**src/rtl/adder_pkg.sv**
```systemverilog
// Shared definitions for the three-operand adder stage and its downstream consumers:
// accumulator state type, default widths and the {carry, r} sample packing.
package adder_pkg;

    typedef enum logic [1:0] {
        IDLE,
        ACCUM,
        DONE
    } acc_state_t;

    localparam int unsigned DEF_DATA_W = 8;
    localparam int unsigned DEF_ACC_W  = 16;

    // Widest supported sample/accumulator; callers cast down to their own width.
    localparam int unsigned MAX_DATA_W = 63;
    localparam int unsigned MAX_ACC_W  = 64;

    // Places the adder carry directly above the data_w sum bits, zero-extended.
    function automatic logic [MAX_ACC_W-1:0] pack_sample(
        input logic                  carry,
        input logic [MAX_DATA_W-1:0] r,
        input int unsigned           data_w
    );
        return MAX_ACC_W'(r) | (MAX_ACC_W'(carry) << data_w);
    endfunction

endpackage

```
**src/rtl/adder_block_accumulator.sv**
```systemverilog
// Sums blocks of BLOCK_LEN adder results (or fewer when flushed) and presents the
// block sum, beat count and sticky overflow flag on a held output handshake.
module adder_block_accumulator
    import adder_pkg::*;
#(
    parameter  int unsigned DATA_W    = DEF_DATA_W,
    parameter  int unsigned ACC_W     = DEF_ACC_W,
    parameter  int unsigned BLOCK_LEN = 4,
    localparam int unsigned CNT_W     = $clog2(BLOCK_LEN + 1)
) (
    input  logic              clk,
    input  logic              rst,
    input  logic              in_valid,
    output logic              in_ready,
    input  logic [DATA_W-1:0] in_r,
    input  logic              in_carry,
    input  logic              flush,
    output logic              out_valid,
    input  logic              out_ready,
    output logic [ACC_W-1:0]  out_sum,
    output logic [CNT_W-1:0]  out_count,
    output logic              out_ovf
);

    if (ACC_W < DATA_W + 1 || ACC_W > MAX_ACC_W || DATA_W > MAX_DATA_W) begin : g_bad_width
        $error("adder_block_accumulator: ACC_W must cover DATA_W+1 and stay within package limits");
    end
    if (BLOCK_LEN < 1) begin : g_bad_block_len
        $error("adder_block_accumulator: BLOCK_LEN must be at least 1");
    end

    acc_state_t       state_q, state_d;
    logic [ACC_W-1:0] acc_q, acc_d;
    logic [ACC_W-1:0] sample;
    logic [ACC_W:0]   sum_ext;
    logic [CNT_W-1:0] cnt_q, cnt_d, cnt_inc;
    logic             ovf_q, ovf_d;
    logic             accept;
    logic             last_beat;

    assign in_ready  = (state_q != DONE) && !rst;
    assign out_valid = (state_q == DONE);
    assign out_sum   = acc_q;
    assign out_count = cnt_q;
    assign out_ovf   = ovf_q;

    assign sample = ACC_W'(pack_sample(in_carry, MAX_DATA_W'(in_r), DATA_W));

    always_comb begin
        state_d   = state_q;
        acc_d     = acc_q;
        cnt_d     = cnt_q;
        ovf_d     = ovf_q;
        accept    = in_valid && in_ready;
        sum_ext   = {1'b0, acc_q} + {1'b0, sample};
        cnt_inc   = cnt_q + CNT_W'(1);
        // Count is zero in IDLE, so this also covers BLOCK_LEN == 1 on the first beat.
        last_beat = (cnt_inc == CNT_W'(BLOCK_LEN));

        case (state_q)
            IDLE: begin
                if (accept) begin
                    acc_d   = sample;
                    cnt_d   = CNT_W'(1);
                    ovf_d   = 1'b0;
                    state_d = (last_beat || flush) ? DONE : ACCUM;
                end
            end
            ACCUM: begin
                if (accept) begin
                    acc_d = sum_ext[ACC_W-1:0];
                    ovf_d = ovf_q | sum_ext[ACC_W];
                    cnt_d = cnt_inc;
                    if (last_beat || flush) begin
                        state_d = DONE;
                    end
                end else if (flush) begin
                    state_d = DONE;
                end
            end
            DONE: begin
                if (out_ready) begin
                    state_d = IDLE;
                    acc_d   = '0;
                    cnt_d   = '0;
                    ovf_d   = 1'b0;
                end
            end
            default: begin
                state_d = IDLE;
                acc_d   = '0;
                cnt_d   = '0;
                ovf_d   = 1'b0;
            end
        endcase
    end

    always_ff @(posedge clk) begin
        if (rst) begin
            state_q <= IDLE;
            acc_q   <= '0;
            cnt_q   <= '0;
            ovf_q   <= 1'b0;
        end else begin
            state_q <= state_d;
            acc_q   <= acc_d;
            cnt_q   <= cnt_d;
            ovf_q   <= ovf_d;
        end
    end

endmodule
```
**config.mk**
```make
export PLATFORM = sky130hd
export DESIGN_NAME = adder_block_accumulator
export DESIGN_NICKNAME = d
export VERILOG_FILES = /design/src/rtl/adder_pkg.sv /design/src/rtl/adder_block_accumulator.sv
export SDC_FILE = /design/constraint.sdc
export NUM_CORES = 1
export LEC_CHECK = 0
export BUFFER_PORTS_ARGS = -buffer_cell sky130_fd_sc_hd__buf_2
export CAP_MARGIN = 0
export CORE_ASPECT_RATIO = 1.4
export CORE_MARGIN = 2
export CORE_UTILIZATION = 40
export DETAILED_ROUTE_END_ITERATION = 8
export SLEW_MARGIN = 5
export SYNTH_ARGS = -nofsm -noshare
export SYNTH_HDL_FRONTEND = slang
export SYNTH_SLANG_ARGS = --single-unit
```
**constraint.sdc**
```tcl
create_clock -name clk -period 2.49 [get_ports clk]
set_clock_uncertainty 0.05 [all_clocks]
set_input_delay 0.1245 -clock clk [delete_from_list [all_inputs] [get_ports clk]]
set_output_delay 0.1245 -clock clk [all_outputs]
set_load 0.005 [all_outputs]
```
* Yosys cells after proc, flatten, opt, wreduce, memory -nomap -nowiden
Cells that the tools add are included.
Storage, ports and cells: register bits 22, output and inout port bits 22, word-level logic and storage cells 43, bits of input ports 14
Cells by class: equality and inequality tests 9, muxes and demuxes 19, reductions and logical operators 7, bitwise logic cells 2, add/subtract/negate cells 2
Operators with widths (number):
- 16-bit 2-to-1 mux | 3
- 16-bit case mux with 3 select lines | 1
- 16-bit by 9-bit adder with 17-bit output | 1
- 2-bit 2-to-1 mux | 6
- 3-bit 2-to-1 mux | 3
- 8-bit by 9-bit bitwise OR with 9-bit output | 1
- 3-bit case mux with 3 select lines | 1
- 2-bit != test, second input constant | 3
- 3-bit != test, second input constant | 2
- 2-bit case mux with 3 select lines | 1
- 4-bit AND reduction | 1
- 3-bit by 1-bit adder with 3-bit output, second input constant | 1
- 3-bit equality test, second input constant | 1
- 1-bit 2-to-1 mux | 3
- 1-bit case mux with 3 select lines | 1
- 3-bit AND reduction | 1
- 2-bit by 1-bit equality test with 1-bit output, second input constant | 1
- 2-bit equality test, second input constant | 1
- 1-bit logical AND | 2
- 2-bit logical NOT | 1
- 2-bit by 1-bit != test with 1-bit output, second input constant | 1
- 1-bit logical NOT | 1
- 1-bit logical OR | 1
- 1-bit bitwise OR | 1

* Depth between registers and ports, before layout
Gate-level depths: netlist (run 1).
depth in word-level cells 6, gate-level depth with buffers 8

* Worst setup path before layout (run 1)
OpenSTA, ideal clock, no wires.
path kind register -> register, start register acc_q[0], in the netlist out_sum[0], end register acc_q[12], in the netlist out_sum[12], data arrival time 1.798 ns, cell stages (with the launch flop) 9, required time 2.316 ns, path slack 0.518 ns, path through dfxtp_1 > ha_1 > inv_1 > fa_1 > nand2b_1 > a21o_1 > a21oi_1 > o2111ai_1 > mux2i_1
On the way: cells in the longest elaborated chain, start to end 3
RTL lines:
- start, declared | RTL line adder_block_accumulator.sv:33 | logic [ACC_W-1:0] acc_q, acc_d;
- start signal, assigned | RTL line adder_block_accumulator.sv:101 | acc_q <= '0;
- start signal, assigned | RTL line adder_block_accumulator.sv:106 | acc_q <= acc_d;
- 16-bit by 9-bit adder with 17-bit output | RTL line adder_block_accumulator.sv:55 | sum_ext = {1'b0, acc_q} + {1'b0, sample};
- 16-bit 2-to-1 mux | RTL line adder_block_accumulator.sv:70 | if (accept) begin
- 16-bit case mux with 3 select lines | RTL line adder_block_accumulator.sv:60 | case (state_q)
No other way between the ends. The select of a mux whose other input is x is not followed. A chain may end at the register's enable or synchronous reset.

* Worst setup path in the final report (run 1)
Same ends and word-level chain as after synthesis.

==> run_results.csv, run 1 <==
group,metric,value,unit
place,gp_congestion,0.792,
clock_tree,htreeDepth,1,
grt,globalRouteMet2Util,29.9,%
route,num_vias,1505,
setup_path,end_kind,"register",
power_and_ir_drop,p_total,951,uW
logic_synthesis,async_flop_share,0,%
clock_tree,cts-root-buf,"clkbuf_8",
sta,fin_crit_sh,85.3,%
grt,gr-usage-met1,23.1,%
grt,grt_max_degree,19,
logic_synthesis,synth_cell_types,49,
logic_synthesis,syn-cell-area,1590,sq um
route,firstDrtPassIters,4,
clock_tree,clkSinkCount,22,
sta,fmax,0.471,GHz
die,die_w,57.2,um
finish,num_antenna_cells,0,
logic_synthesis,synth_top_area_cell,"dfxtp_1",
setup_path,cp.arrival,2.23,ns
die,start_util,40.8,%
grt,globalRouteMet3Util,1.81,%
die,die_area,4490,sq um
setup_path,cp.required,2.60,ns
clock_tree,clockBufferDepth,2,
finish,final-instance-count-excl-fill,266,
logic_synthesis,synth_edf_count,0,
setup_path,crit_fanout,5,
logic_synthesis,synth-main-ff-cell,"dfxtp_1",
logic_synthesis,synth_seq_cells,22,
logic_synthesis,synth_top_cell_area_share,27.8,%
setup_path,start_kind,"register",
sta,setup_violations,0,
logic_synthesis,postSynthCellCount,186,
logic_synthesis,synth_fp_nets,212,
grt,grt_pass1_vias,1381,
sta,slew_violations,0,
place,portBuffers,35,
logic_synthesis,synth_warnings,0,
power_and_ir_drop,power_density,509,nW/um^2
sta,rsz0062_at_grt,"false",
finish,drive_above_1_share,23.3,%
grt,grt_overflow,0,
route,route.detailed.drc,0,
power_and_ir_drop,p_leak,0.000825,uW
grt,grt_usage,17.7,%
clock_tree,postCtsSetupRepairBufs,0,
worst_hold_path,holdCritPathClass,"in2reg",
sta,timing.final.hold_violations,0,
finish,nets,250,
sta,relSlewSlack,69.0,%
die,num_io_pins,36,
logic_synthesis,synth_area_leaders,"dfxtp_1 (28%), ha_1 (8.7%), a21oi_1 (5.7%), nor2_1 (4.5%), mux2i_1 (3.2%)",
logic_synthesis,syn_avg_cell_area,8.53,sq um
grt,busiest_layer,"met2",
logic_synthesis,synth.cells.most_frequent,"dfxtp_1 (22), nor2_1 (19), a21oi_1 (18), nand2_1 (12), ha_1 (11)",
clock_tree,clk_pin_slew,0.09,ns
sta,tns,0,ns
setup_path,critical_path_class,"reg2reg",
finish,area_growth,17.9,%
route,vias_per_cell,5.66,
route,wl_per_cell,14.5,um
status,outcome,"finished, final reports clean",
route,totalWireLength,3850,um
place,place_inst,261,
grt,antenna_found_initial,0,
power_and_ir_drop,ir_worst_vdd,0.262,mV
route,drt_iter0_markers,49,
clock_tree,clock_latency,0.27,ns
finish,final_util,48.1,%
place,hpwl,2920,um
die,coreArea,3880,sq um
clock_tree,tritoncts,"yes",
die,fp-row-count,27,
logic_synthesis,synth_most_common_cell,"dfxtp_1",
logic_synthesis,yosysSeqAreaShare,27.8,%
route,antenna_left,0,
flow_run,maxCapViolCount,0,
die,die_y,78.5,um
sta,fin_crit,2.12,ns
clock_tree,cts_buffers,3,
grt,grt_pass1_wl,6410,um
sta,worst_pin_slew,0.463,ns
[path summary, 6_finish.rpt]
kind                   start           to  slack [ns]  depth (start not counted)
setup / recovery  out_sum[0]  out_sum[12]        0.37                          8
setup reg to reg  out_sum[0]  out_sum[12]        0.37                          8
hold reg to reg      out_ovf      out_ovf        0.40                          2
hold / removal      in_valid   state_q[0]        0.16                          3
[cell type report]
type,count,area [sq um]
Fill cell,412,2010
Multi-Input combinational cell,150,1060
Sequential cell,22,440
Timing Repair Buffer,40,215
Tap cell,43,53.8
Clock buffer,3,41.3
Clock inverter,1,30.0
Inverter,7,28.8
[per-stage QoR]
stage                     worst slack [ns]  hold slack (ns)  instance area, sq um
after floorplan                      0.518            0.151                  1590
after global placement               0.394            0.258                  1790
after detailed placement             0.372            0.258                  1790
after CTS                            0.351            0.160                  1870
after global routing                 0.106            0.184                  1870
final                                0.366            0.157                  1870
[cells in the final DEF (no fill, tap or decap), types with 2 or more instances in the layout]
master,instances
nor3_1,3
or4_1,3
dfxtp_1,22
a21boi_0,3
nor2_1,19
clkbuf_8,3
nand2_1,12
nor2b_1,3
nand4_1,2
buf_2,35
nand3_1,3
a31oi_1,3
or3_1,4
buf_4,4
inv_1,6
a21oi_1,18
ha_1,11
nand2b_1,4
a211oi_1,3
o32ai_1,3
a21o_1,4
and3_1,4
a2111oi_0,2
xnor2_1,3
o2111ai_1,3
mux2i_1,5
nand2b_4,2
o21ai_0,6
o211ai_1,3
xor2_1,5
[report_power, final]
group	internal, uW	switching [uW]	total, uW
clock	215	126	341
sequential	367	16.6	383
combinational	100	127	227
total	681	270	951
[sequential cells by signal, indices dropped and copies added (netlist names)]
signal / flops
out_count: 3
out_ovf: 1
out_sum: 16
state_q: 2
[cell families after synthesis]
kind of cell | after synthesis | synth area share [%]
DFF | 22 | 27.8
muxes | 5 | 3.15
and+or+nand+nor | 64 | 21.6
xor gates and xnor gates | 8 | 4.42
buffers and inverters | 14 | 5.36
AOI/OAI and AO/OA | 61 | 27.8
adders and majority gates | 12 | 9.94
[critical path: stages, from the launching register on]
cell	delay [ns]
dfxtp_1	0.35
ha_1	0.20
inv_1	0.06
fa_1	0.38
nand2b_1	0.17
a21o_1	0.19
a21oi_1	0.30
o2111ai_1	0.16
mux2i_1	0.14
[what timing repair did]
action	in CTS	in global routing
endpoints found under the setup margin	0	0
hold buffers	1	0
endpoints found under the hold margin	1	0
gates resized for setup	0	0
[metal layers]
layer,wire length [um],up-vias,part of all wire (%)
met3,148,9,3.8
met4,90,0,2.3
met2,1910,33,50
met1,1700,697,44
li1,-,766,-
met5,0,-,0
(Power assumes the default switching activity.)
==> inputs of run 2 (changes only) <==
CORE_UTILIZATION = 32   (was 40)
==> run 2 against run 1 <==
  * Die area is 23% higher
  * Count of clock-buffer cells in the layout is 1 higher
  * Hold slack worse by 0.0047 ns
  * Worst setup slack worse by 0.061 ns
  * Flip-flop and latch count stayed put
  * Register-to-register slack worse by 0.06 ns
  * Sequential share of layout area is 0.13 points lower
  * Combinational power is 2% lower
  * Clock power is 23% lower
  * Critical path type unchanged
  * Largest cell class unchanged
  * Largest power group unchanged
  * Highest routed layer unchanged
==> run_results.csv, run 2 (synthesis gave the netlist of run 1 again) <==
group,metric,value,unit
status,outcome,"finished, final reports clean",
die,die_area,5550,sq um
route,firstDrtPassIters,4,
finish,largest_reg_flops,16,
die,coreArea,4800,sq um
grt,grt_max_degree,19,
sta,fmax,0.458,GHz
setup_path,r2r-start,"out_sum[0]",
worst_hold_path,holdCritPathClass,"in2reg",
grt,grt_pass1_vias,1411,
power_and_ir_drop,p_leak,0.000819,uW
setup_path,cp_slowest_cell,"fa_1",
place,place_ws,0.325,ns
setup_path,cpPeakStageDelay,0.40,ns
clock_tree,cts-resized-gates,0,
place,place_inst,282,
sta,timing.final.hold_violations,0,
power_and_ir_drop,p_clk_share,30.3,%
grt,grt_pass1_wl,6440,um
die,die_y,87.3,um
clock_tree,clk_pin_slew,0.08,ns
route,wl_per_cell,13.6,um
sta,final.setup.worst_slack,0.305,ns
setup_path,crit_fanout,5,
sta,fin_crit,2.18,ns
setup_path,critPathLaunch,"out_sum[0]",
clock_tree,tritoncts,"yes",
power_and_ir_drop,ir_worst_vdd,0.207,mV
finish,drive_above_1_share,23.3,%
sta,worst_pin_slew,0.464,ns
setup_path,path_buf_inv,1,
finish,ff_latch_area,440,sq um
power_and_ir_drop,power_density,463,nW/um^2
power_and_ir_drop,pwr-share-comb,25.6,%
grt,busiest_layer,"met2",
power_and_ir_drop,share_seq_of_total_power,44.1,%
setup_path,critPathTopFamily,"compound AO/OA/AOI/OAI gates",
route,num_vias,1505,
sta,relSlewSlack,68.3,%
grt,gr-usage-met1,16.7,%
grt,antenna_found_initial,0,
worst_hold_path,min_from,"in_r[3]",
power_and_ir_drop,p_total,870,uW
finish,final_cell_mix,"buf_2 (35), dfxtp_1 (22), nor2_1 (19)",
route,totalWireLength,3890,um
clock_tree,htreeDepth,1,
flow_run,maxCapViolCount,0,
clock_tree,cts-root-buf,"clkbuf_8",
power_and_ir_drop,p_int,607,uW
clock_tree,clockBufferDepth,2,
route,route.detailed.drc,0,
finish,final_util,39.1,%
die,fp-row-count,30,
power_and_ir_drop,power.share.switching,30.2,%
setup_path,cp.arrival,2.29,ns
finish,nets,250,
clock_tree,postCtsHoldBufs,1,
clock_tree,postCtsSetupRepairBufs,0,
place,hpwl,3020,um
clock_tree,clkSinkCount,22,
place,gp_congestion,0.791,
finish,num-fill-cells,539,
die,die_w,63.5,um
route,drt_iter0_markers,48,
die,start_util,33.0,%
sta,setup_violations,0,
power_and_ir_drop,power_switching,263,uW
setup_path,end_kind,"register",
clock_tree,cts_buffers,3,
sta,tns,0,ns
setup_path,critical_path_class,"reg2reg",
grt,grt_overflow,0,
die,num_io_pins,36,
grt,globalRouteMet2Util,27.4,%
finish,final-instance-count-excl-fill,287,
sta,rsz0062_at_grt,"false",
grt,grt_usage,14.4,%
route,vias_per_cell,5.24,
finish,num_antenna_cells,0,
setup_path,start_kind,"register",
grt,globalRouteMet3Util,1.03,%
setup_path,cp.required,2.59,ns
finish,area_growth,18.5,%
setup_path,path_cells,"ha_1 > inv_1 > fa_1 > nand2b_1 > a21o_1 > a21oi_1 > o2111ai_1 > mux2i_1",
clock_tree,clock_latency,0.26,ns
place,portBuffers,35,
finish,final_common_cell,"buf_2",
sta,slew_violations,0,
finish,multi_input_area,1060,sq um
route,antenna_left,0,
sta,fin_crit_sh,87.7,%
-- run 2: cell types whose count changed in the layout (fill, tap and decap cells not counted) --
| cell | delta |
|---|---|
| clkbuf_8 | +1 |
| bufinv_16 | -1 |
-- run 2: tightest hold or removal path: stages --
cell	delay [ns]
buf_2	0.11
mux2i_1	0.12
o31ai_1	0.07
-- run 2: final cells by class --
type | instances | area share (%)
multi-input combinational | 150 | 56.4
sequential | 22 | 23.4
timing repair buffer | 40 | 11.4
tap | 64 | 4.26
clock buffer | 4 | 2.93
inverter | 7 | 1.53
-- run 2: worst paths after layout --
path | end | slack, ns | cells after the start
setup / recovery | out_sum[12] | 0.31 | 8
hold / removal | out_sum[3] | 0.15 | 3
setup reg to reg | out_sum[12] | 0.31 | 8
hold reg to reg | out_ovf | 0.39 | 2
-- run 2: metal layers --
metal / vias up / routed length, um
met5: - / 0
met4: 0 / 55
met3: 4 / 108
met2: 30 / 1970
met1: 696 / 1760
li1: 775 / -
-- run 2: metrics by stage --
step / hold slack (ns) / cell area, sq um
CTS: 0.151 / 1880
finish: 0.153 / 1880
global route: 0.190 / 1880
global placement: 0.259 / 1820
floorplan: 0.151 / 1590
detailed placement: 0.259 / 1820
-- run 2: power groups by stage --
| stage | Clock [uW] | Sequential, uW | Combinational, uW |
|---|---|---|---|
| floorplan | 0 | 388 | 162 |
| global placement | 0 | 392 | 222 |
| detailed placement | 0 | 392 | 222 |
| CTS | 279 | 384 | 224 |
| global route | 285 | 386 | 251 |
| finish | 264 | 384 | 222 |
